<file path="src/rtl/maxpool_relu1.sv">
// 2x2 stride-2 max pooling followed by ReLU over three lockstep channels.
// Input is a signed raster stream; the output is one non-negative value per pooled pixel.
module maxpool_relu1 #(
    parameter int unsigned CONV_BIT    = 12,
    parameter int unsigned HALF_WIDTH  = 12,
    parameter int unsigned HALF_HEIGHT = 12
) (
    input  logic                       clk,
    input  logic                       rst,
    input  logic                       valid_in,
    input  logic signed [CONV_BIT-1:0] conv_out_1,
    input  logic signed [CONV_BIT-1:0] conv_out_2,
    input  logic signed [CONV_BIT-1:0] conv_out_3,
    output logic        [CONV_BIT-1:0] max_value_1,
    output logic        [CONV_BIT-1:0] max_value_2,
    output logic        [CONV_BIT-1:0] max_value_3,
    output logic                       valid_out_relu,
    output logic                       frame_done
);

    localparam int unsigned NCH  = 3;
    localparam int unsigned COLS = 2 * HALF_WIDTH;
    localparam int unsigned ROWS = 2 * HALF_HEIGHT;
    localparam int unsigned CW   = $clog2(COLS);
    localparam int unsigned RW   = $clog2(ROWS);
    localparam int unsigned BW   = CW - 1;

    typedef logic signed [CONV_BIT-1:0] pix_t;

    pix_t                conv_in  [NCH];
    pix_t                h_q      [NCH];
    pix_t                h_d      [NCH];
    pix_t                line_q   [NCH][HALF_WIDTH];
    pix_t                pm       [NCH];
    pix_t                pair_max [NCH];
    logic [CONV_BIT-1:0] max_q    [NCH];
    logic [CONV_BIT-1:0] max_d    [NCH];

    logic [CW-1:0] col_q, col_d;
    logic [RW-1:0] row_q, row_d;
    logic          vout_q, vout_d;
    logic          fd_q, fd_d;
    logic [BW-1:0] bidx;
    logic          col_last, row_last, odd_col, odd_row;
    logic          emit, store;

    assign conv_in[0] = conv_out_1;
    assign conv_in[1] = conv_out_2;
    assign conv_in[2] = conv_out_3;

    assign bidx     = col_q[CW-1:1];
    assign odd_col  = col_q[0];
    assign odd_row  = row_q[0];
    assign col_last = (col_q == CW'(COLS - 1));
    assign row_last = (row_q == RW'(ROWS - 1));
    assign emit     = valid_in & odd_row & odd_col;
    assign store    = valid_in & ~odd_row & odd_col;

    // Horizontal pair max, then vertical max against the buffered even-row result.
    always_comb begin
        for (int unsigned ch = 0; ch < NCH; ch++) begin
            pm[ch]       = (h_q[ch] > conv_in[ch]) ? h_q[ch] : conv_in[ch];
            pair_max[ch] = (line_q[ch][bidx] > pm[ch]) ? line_q[ch][bidx] : pm[ch];
        end
    end

    // Next-state: position counters, hold register, registered outputs.
    always_comb begin
        col_d  = col_q;
        row_d  = row_q;
        h_d    = h_q;
        max_d  = max_q;
        vout_d = 1'b0;
        fd_d   = 1'b0;
        if (valid_in) begin
            col_d = col_last ? '0 : col_q + CW'(1);
            if (col_last) begin
                row_d = row_last ? '0 : row_q + RW'(1);
            end
            for (int unsigned ch = 0; ch < NCH; ch++) begin
                if (!odd_col) begin
                    h_d[ch] = conv_in[ch];
                end
            end
        end
        if (emit) begin
            for (int unsigned ch = 0; ch < NCH; ch++) begin
                max_d[ch] = pair_max[ch][CONV_BIT-1] ? '0 : unsigned'(pair_max[ch]);
            end
            vout_d = 1'b1;
            fd_d   = row_last & col_last;
        end
    end

    always_ff @(posedge clk) begin
        if (rst) begin
            col_q  <= '0;
            row_q  <= '0;
            vout_q <= 1'b0;
            fd_q   <= 1'b0;
            for (int unsigned ch = 0; ch < NCH; ch++) begin
                h_q[ch]   <= '0;
                max_q[ch] <= '0;
            end
        end else begin
            col_q  <= col_d;
            row_q  <= row_d;
            vout_q <= vout_d;
            fd_q   <= fd_d;
            for (int unsigned ch = 0; ch < NCH; ch++) begin
                h_q[ch]   <= h_d[ch];
                max_q[ch] <= max_d[ch];
            end
        end
    end

    // Row buffer is never reset: each entry is rewritten in the even row before use.
    always_ff @(posedge clk) begin
        if (store && !rst) begin
            for (int unsigned ch = 0; ch < NCH; ch++) begin
                line_q[ch][bidx] <= pm[ch];
            end
        end
    end

    assign max_value_1    = max_q[0];
    assign max_value_2    = max_q[1];
    assign max_value_3    = max_q[2];
    assign valid_out_relu = vout_q;
    assign frame_done     = fd_q;

endmodule

</file>
<file path="config.mk">
export PLATFORM = sky130hd
export DESIGN_NAME = maxpool_relu1
export DESIGN_NICKNAME = d
export VERILOG_FILES = /design/src/rtl/maxpool_relu1.sv
export SDC_FILE = /design/constraint.sdc
export NUM_CORES = 1
export LEC_CHECK = 0
export CAP_MARGIN = 0
export CELL_PAD_IN_SITES_DETAIL_PLACEMENT = 0
export CELL_PAD_IN_SITES_GLOBAL_PLACEMENT = 1
export CORE_MARGIN = 4
export CORE_UTILIZATION = 40
export DETAILED_ROUTE_END_ITERATION = 12
export MAX_ROUTING_LAYER = met4
export PLACE_DENSITY = 0.72
export SYNTH_ARGS = -nofsm -noshare
export SYNTH_HDL_FRONTEND = slang
export SYNTH_SLANG_ARGS = --single-unit
</file>
<file path="constraint.sdc">
create_clock -name clk -period 8.1 [get_ports clk]
set_input_delay 1.62 -clock clk [delete_from_list [all_inputs] [get_ports clk]]
set_output_delay 1.62 -clock clk [all_outputs]
set_load 0.01 [all_outputs]
</file>
# Word-level counts from Yosys, hierarchy flattened
# Memory sizes are Yosys's and may differ from the RTL's.
# Index checks and enable logic that the tools add are counted.
classes:
  bitwise: 9
  n_reduce_logical: 6
  n_eq_ne: 2
  magnitude_cmp: 8
  muxes: 25
  add_sub_neg: 2
op_table:
  columns: ["op", "count"]
  rows:
  - ["12-bit two-way mux", 13]
  - ["12-bit binary-select mux with 4-bit select", 3]
  - ["144-bit two-way mux", 1]
  - ["12-bit > comparator", 6]
  - ["12-bit demux with 4-bit select", 1]
  - ["11-bit two-way mux", 3]
  - ["5-bit by 1-bit adder with 5-bit output, second input constant", 2]
  - ["5-bit == test, second input constant", 2]
  - ["5-bit two-way mux", 2]
  - ["1-bit bitwise AND", 5]
  - ["5-bit >= comparator, second input constant", 1]
  - ["5-bit by 1-bit < comparator with 1-bit output, second input constant", 1]
  - ["4-bit inverter with 5-bit output", 1]
  - ["2-bit AND reduction", 2]
  - ["1-bit inverter", 3]
  - ["1-bit logical AND", 2]
  - ["1-bit two-way mux", 2]
  - ["2-bit OR reduction", 1]
  - ["1-bit zero test", 1]
totals:
  ram_bits: 432
  inputBits: 39
  memories: 1
  reg_bits: 84
  wordCells: 63
  output_inout_bits: 38
mem_list:
  columns: ["memory", "words", "width", "read_ports", "rd_ports_with_merged_regs", "wr", "line", "text"]
  rows:
  - ["line_q", 3, 144, 3, 0, 3, "33", "pix_t line_q [NCH][HALF_WIDTH];"]

# Longest topological paths before layout
depth:
  depth_word: 7
  mapped_depth: 23
  ltp_nobuf: 20

# Least setup slack after synthesis
# Ideal clock, no wire load.
synth_timing:
  kind: "input port to flip-flop"
  startpoint: "input conv_out_3[9]"
  endpoint: "register max_q (netlist bit max_value_3[1])"
  setup_slack_ps: 2313
  n_path_buf: 3
  t_arrival_ps: 5713
  t_required_ps: 8025
  setup_time_ps: 75
  stages: 17
  path_cell_list: "inv_1 ha_1 a21o_1 a2111o_1 o31a_1 buf_6 clkbuf_1 o21ai_0 inv_1 ha_1 a21o_1 a2111o_1 or4_4 a21oi_2 buf_4 a22oi_1 o21ai_0"
synth_lines:
  columns: ["element", "line", "text"]
  rows:
  - ["start: declaration", "13", "input logic signed [CONV_BIT-1:0] conv_out_3,"]
  - ["end signal: indexed assignment", "112", "max_q[ch] <= max_d[ch];"]
  - ["end: declaration", "36", "logic [CONV_BIT-1:0] max_q [NCH];"]

==> results.md <==
Status:
- The run finished with clean final reports.

Global routing:
- The met2 track demand over resource is 0.281.
- Entering global routing, the biggest net connects 121 pins.
- The global-route wire length before repair is 79500 um.
- The layer with the highest usage is met2.
- The met3 track demand over resource is 0.0289.
- The global-route total usage across every layer is 0.182.
- The number of antenna violations at the first check in global routing is 1.
- The number of global-route vias before repair is 12.7k.
- Summed over all layers, the global routing overflow is 0.
- For this run, global-route usage on met1 was measured as 0.255.

Critical path:
- The signal on the critical path passes through clkdlybuf4s50_1, inv_1, ha_1, a21o_1, a21o_1, a21oi_1, a31oi_1, a31oi_1, buf_4, mux2_2, inv_1, ha_1, nor2b_1, o21a_1, o21a_1, o221ai_1, nor4_1, a2111o_1, and3_4, nor3_4, a22oi_1, a21oi_1.
- The stage delay of the slowest cell on the critical path is 550 ps.
- The startpoint identified for the worst register-to-register timing path is h_q[33]$_SDFFE_PP0P_.
- The number of cells on the critical path is 22.
- The sort of element at the start of the critical path is an input pin.
- The end of the worst register-to-register path is max_value_1[0]$_SDFFE_PP0P_.
- In this run the register-to-register setup slack is 3240 ps.
- In this run the worst path has a maximum fanout of 14.
- Measured in cells, the most critical reg-to-reg path has a length of 20.
- At the worst endpoint, the arrival time is 6670 ps.
- For the worst setup path, the data required time is 8610 ps.
- The worst setup path is captured at a flip-flop.
- The kind of cell with the highest combined delay along the critical path is compound AO/OA/AOI/OAI gates.
- In this run the worst setup path begins at conv_out_1[9].
- Together, buffers and inverters on the worst path number 4.
- The critical path in this run is classified as in2reg.
- The slowest stage of the critical path is the sky130_fd_sc_hd__clkdlybuf4s50_1 cell.
- The endpoint of the worst setup timing path is max_value_1[0]$_SDFFE_PP0P_.

Yosys:
- The most used flip-flop cell after synthesis is sky130_fd_sc_hd__edfxtp_1.
- The share of synthesized area occupied by flip-flops and latches is 0.665.
- The synthesized design contains 513 register bits.
- After synthesis, the cell types taking the most area are sky130_fd_sc_hd__edfxtp_1, sky130_fd_sc_hd__mux4_2, sky130_fd_sc_hd__dfxtp_1, sky130_fd_sc_hd__ha_1, sky130_fd_sc_hd__nand2_1.
- In the synthesized netlist, the number of instances is 1407.
- The share of flip-flops with an asynchronous set or reset is 0.
- In this run, synthesis inferred 432 flip-flops with an integrated enable.
- The portion of synthesized area spent on multiplexers is 0.137.
- The most common cell in the synthesized netlist is sky130_fd_sc_hd__edfxtp_1.
- During synthesis, Yosys emitted a total of 0 warnings.
- Of the post-synthesis cell area, the dominant cell type holds 0.591.
- A synthesized cell averages 15.6 sq um.
- The number of distinct library cell variants in the gate-level netlist after synthesis is 72.
- Of the total synthesized cell area, the portion taken by AND, OR, NAND and NOR gates is 0.0590.
- In this run the cell area of the synthesized design comes to 22000 sq um.
- Counting instances in the post-synthesis netlist gives the leading cell types as sky130_fd_sc_hd__edfxtp_1, sky130_fd_sc_hd__nand2_1, sky130_fd_sc_hd__mux4_2.
- The largest area contributor in the synthesized netlist is sky130_fd_sc_hd__edfxtp_1.
- The compound-cell area share of the yosys netlist is 0.0663.
- The share of synthesized cell area in full adder, half adder and majority cells is 0.0386.
- Of the total synthesized cell area, the portion taken by XOR and XNOR cells is 0.00399.
- The largest family of logic cells by synthesized area is multiplexers.

Final layout:
- The ratio of cells with drive above 1 in the final layout is 0.176.
- The diode insertion count for antenna repair is 0.
- For this run, the post-layout net count is 1600.
- The area added between synthesis and finish is 15.7%.
- The post-route cell area is 25400 sq um.
- Summing all flip-flop and latch instances after layout gives 14600 sq um.
- After filler insertion, the fill cell instance count of the layout stands at 4638.
- The count of cells in the finished layout, fillers not included, comes to 2234.
- The multi-input combinational cell area is 6840 sq um.

STA:
- The number of max-slew violations in the final report is 0.
- For the final routed database, the setup TNS stands at 0 ps.
- Setup violations remaining at the end of the flow were counted as 0.
- The final worst-path setup slack is 1940 ps.
- Headroom to the max-slew limit came out at 0.219.
- The worst path needs 6160 ps of the cycle, external delays included.
- Between clock sinks in the finished design, the worst skew comes to 21.4 ps.
- Setup repair after global routing left no endpoint under its margin.
- The final count of hold timing violations came to 0.
- In the finished design, the share of the clock period the worst path needs comes to 0.760.
- The pin slew with the least headroom to its limit is 1170 ps.
- For this run, the top clock speed supported by timing is 162 MHz.

Place:
- The number of placed instances with taps included is 2135.
- The placed standard-cell area is 23600 sq um.
- The pre-CTS worst setup slack is 1400 ps.
- The count of buffers inserted at the top-level ports is 73.
- The placed wire-length estimate is 31100 um.
- The placer congestion estimate is 0.807.

Routing:
- The detailed-routing iteration count for the pre-antenna-repair pass is 6.
- The vias after detailed routing is 12.5k.
- The via density per instance is 5.59.
- Once detail routing completed, the nets flagged for antenna violations numbered 0.
- After detailed routing, the average wire length per cell comes to 23.5 um.
- The violation count after the first detailed-routing iteration is 1037.
- Wires add up to 52600 um.
- The post-route DRC violation count is 0.

Floorplan:
- The top-level port count is 77.
- After floorplanning, the core was divided into 85 placement rows.
- The overall die height is 242 um.
- The core footprint is 54000 sq um.
- The width of the die is 242 um.
- For this configuration, the core starts out at a cell density of 0.406.
- The floorplan step defined a die boundary enclosing 58700 sq um.

Power and ir drop:
- For this design the total switching power over the nets is 1.32 mW.
- The combinational share of power is 0.078.
- The switching portion of total power is 0.223.
- The portion of total power attributed to the clock network is 0.426.
- Cell internal power was estimated by the tool at 4.62 mW.
- The leakage power summed over all cells is 8.37 nW.
- The peak supply drop is 187 uV.
- The completed layout was analyzed and its total power is 5.94 mW.
- The total power divided by cell area is 234 nW/um^2.
- The share of total power dissipated in sequential elements is 0.496.

Clocking:
- The hold buffer count at cts is 0.
- In this run the number of H-tree levels came out at 2.
- The CTS buffer count is 54.
- In this run the clock root is driven by a sky130_fd_sc_hd__clkbuf_16.
- The TritonCTS clock tree is built.
- The clock-pin slew on the worst setup and hold paths is 60 ps.
- The post-cts repair resize count is 0.
- The number of buffers inserted to repair setup after CTS is 0.
- In this run the deepest clock path goes through 3 buffers.
- Clock latency on the worst-skew pair, taken at its later pin, is 590 ps.
- For this design, the sink count on the clock tree is 513.

Hold path:
- The type of the most critical hold path is reg2reg.

Job:
- The reported max-cap violation count is 0.
sequential cells by signal (all words and copies together), names as in the netlist:
signal / cells
line_q: 432
h_q: 36
max_value_1: 11
max_value_2: 11
max_value_3: 11
col_q: 5
row_q: 5
frame_done: 1
valid_out_relu: 1
worst min-delay path: stages (launching register included):
cell and delay, ps:
sky130_fd_sc_hd__dfxtp_1 310, sky130_fd_sc_hd__nand2_1 50, sky130_fd_sc_hd__a21oi_1 50
placed cells by master, fill, tap and decap left out, types with 6 or more instances in the layout:
cell	instances
sky130_fd_sc_hd__clkdlybuf4s50_1	72
sky130_fd_sc_hd__a32oi_1	10
sky130_fd_sc_hd__mux2_2	12
sky130_fd_sc_hd__mux2i_1	41
sky130_fd_sc_hd__nor2_1	28
sky130_fd_sc_hd__edfxtp_1	432
sky130_fd_sc_hd__and3_1	6
sky130_fd_sc_hd__nand2b_1	6
sky130_fd_sc_hd__a21oi_1	84
sky130_fd_sc_hd__a22oi_1	22
sky130_fd_sc_hd__o2bb2ai_1	10
sky130_fd_sc_hd__nand3_1	22
sky130_fd_sc_hd__a21o_1	10
sky130_fd_sc_hd__nor3_1	10
sky130_fd_sc_hd__clkinv_1	7
sky130_fd_sc_hd__xor2_1	6
sky130_fd_sc_hd__ha_1	66
sky130_fd_sc_hd__nor2b_1	11
sky130_fd_sc_hd__clkbuf_1	9
sky130_fd_sc_hd__nand4_1	15
sky130_fd_sc_hd__inv_1	75
sky130_fd_sc_hd__nand3b_1	8
sky130_fd_sc_hd__mux4_2	108
sky130_fd_sc_hd__clkinv_2	11
sky130_fd_sc_hd__buf_4	30
sky130_fd_sc_hd__clkbuf_16	55
sky130_fd_sc_hd__o21ai_0	44
sky130_fd_sc_hd__nand2_1	135
sky130_fd_sc_hd__nor2_4	7
sky130_fd_sc_hd__dfxtp_1	78
sky130_fd_sc_hd__bufinv_16	8
cell type report:
| class | count | area share |
|---|---|---|
| clock buffer | 66 | 0.0566 |
| sequential | 513 | 0.575 |
| clock inverter | 33 | 0.0148 |
| tap | 696 | 0.0343 |
| multi-input combinational | 746 | 0.269 |
| inverter | 75 | 0.0111 |
| timing repair buffer | 105 | 0.0390 |
layer usage:
metal  wire length, um  share of wire  up-vias
met1             23800           0.45     6412
met4              1040          0.020        0
met2             24600           0.47      361
met3              3120          0.059       75
met5                 0              0        -
li1                  -              -     5651
cells by family after synthesis:
family | after synthesis
other | 1
buffers and inverters | 150
flip-flops | 513
XOR/XNOR | 10
AO/OA/AOI/OAI | 229
multiplexers | 163
AND/OR/NAND/NOR | 273
adder cells (fa/ha/maj) | 68
power groups by stage:
stage               logic (mW)  registers, mW  clock network [mW]
global route             0.517           2.95                2.69
global placement         0.452           3.00                   0
detailed placement       0.465           3.00                   0
finish                   0.464           2.95                2.53
CTS                      0.467           2.95                2.57
floorplan                0.319           3.00                   0
worst min-delay path by stage:
stage	start	endpoint	depth (start not counted)
finish	h_q[12]$_SDFFE_PP0P_	h_q[12]$_SDFFE_PP0P_	2
global route	h_q[12]$_SDFFE_PP0P_	h_q[12]$_SDFFE_PP0P_	2
CTS	h_q[24]$_SDFFE_PP0P_	h_q[24]$_SDFFE_PP0P_	2
detailed placement	h_q[24]$_SDFFE_PP0P_	h_q[24]$_SDFFE_PP0P_	2
global placement	h_q[24]$_SDFFE_PP0P_	h_q[24]$_SDFFE_PP0P_	2
floorplan	h_q[24]$_SDFFE_PP0P_	h_q[24]$_SDFFE_PP0P_	2
stage by stage:
| stage | util | hold slack [ps] |
|---|---|---|
| 3_3_place_gp | 0.437 | 445 |
| 4_1_cts | 0.470 | 466 |
| 2_1_floorplan | - | 436 |
| 3_5_place_dp | 0.437 | 457 |
| 5_1_grt | 0.470 | 493 |
| 6_report | 0.470 | 464 |
Power figures use the tool's default switching activity.
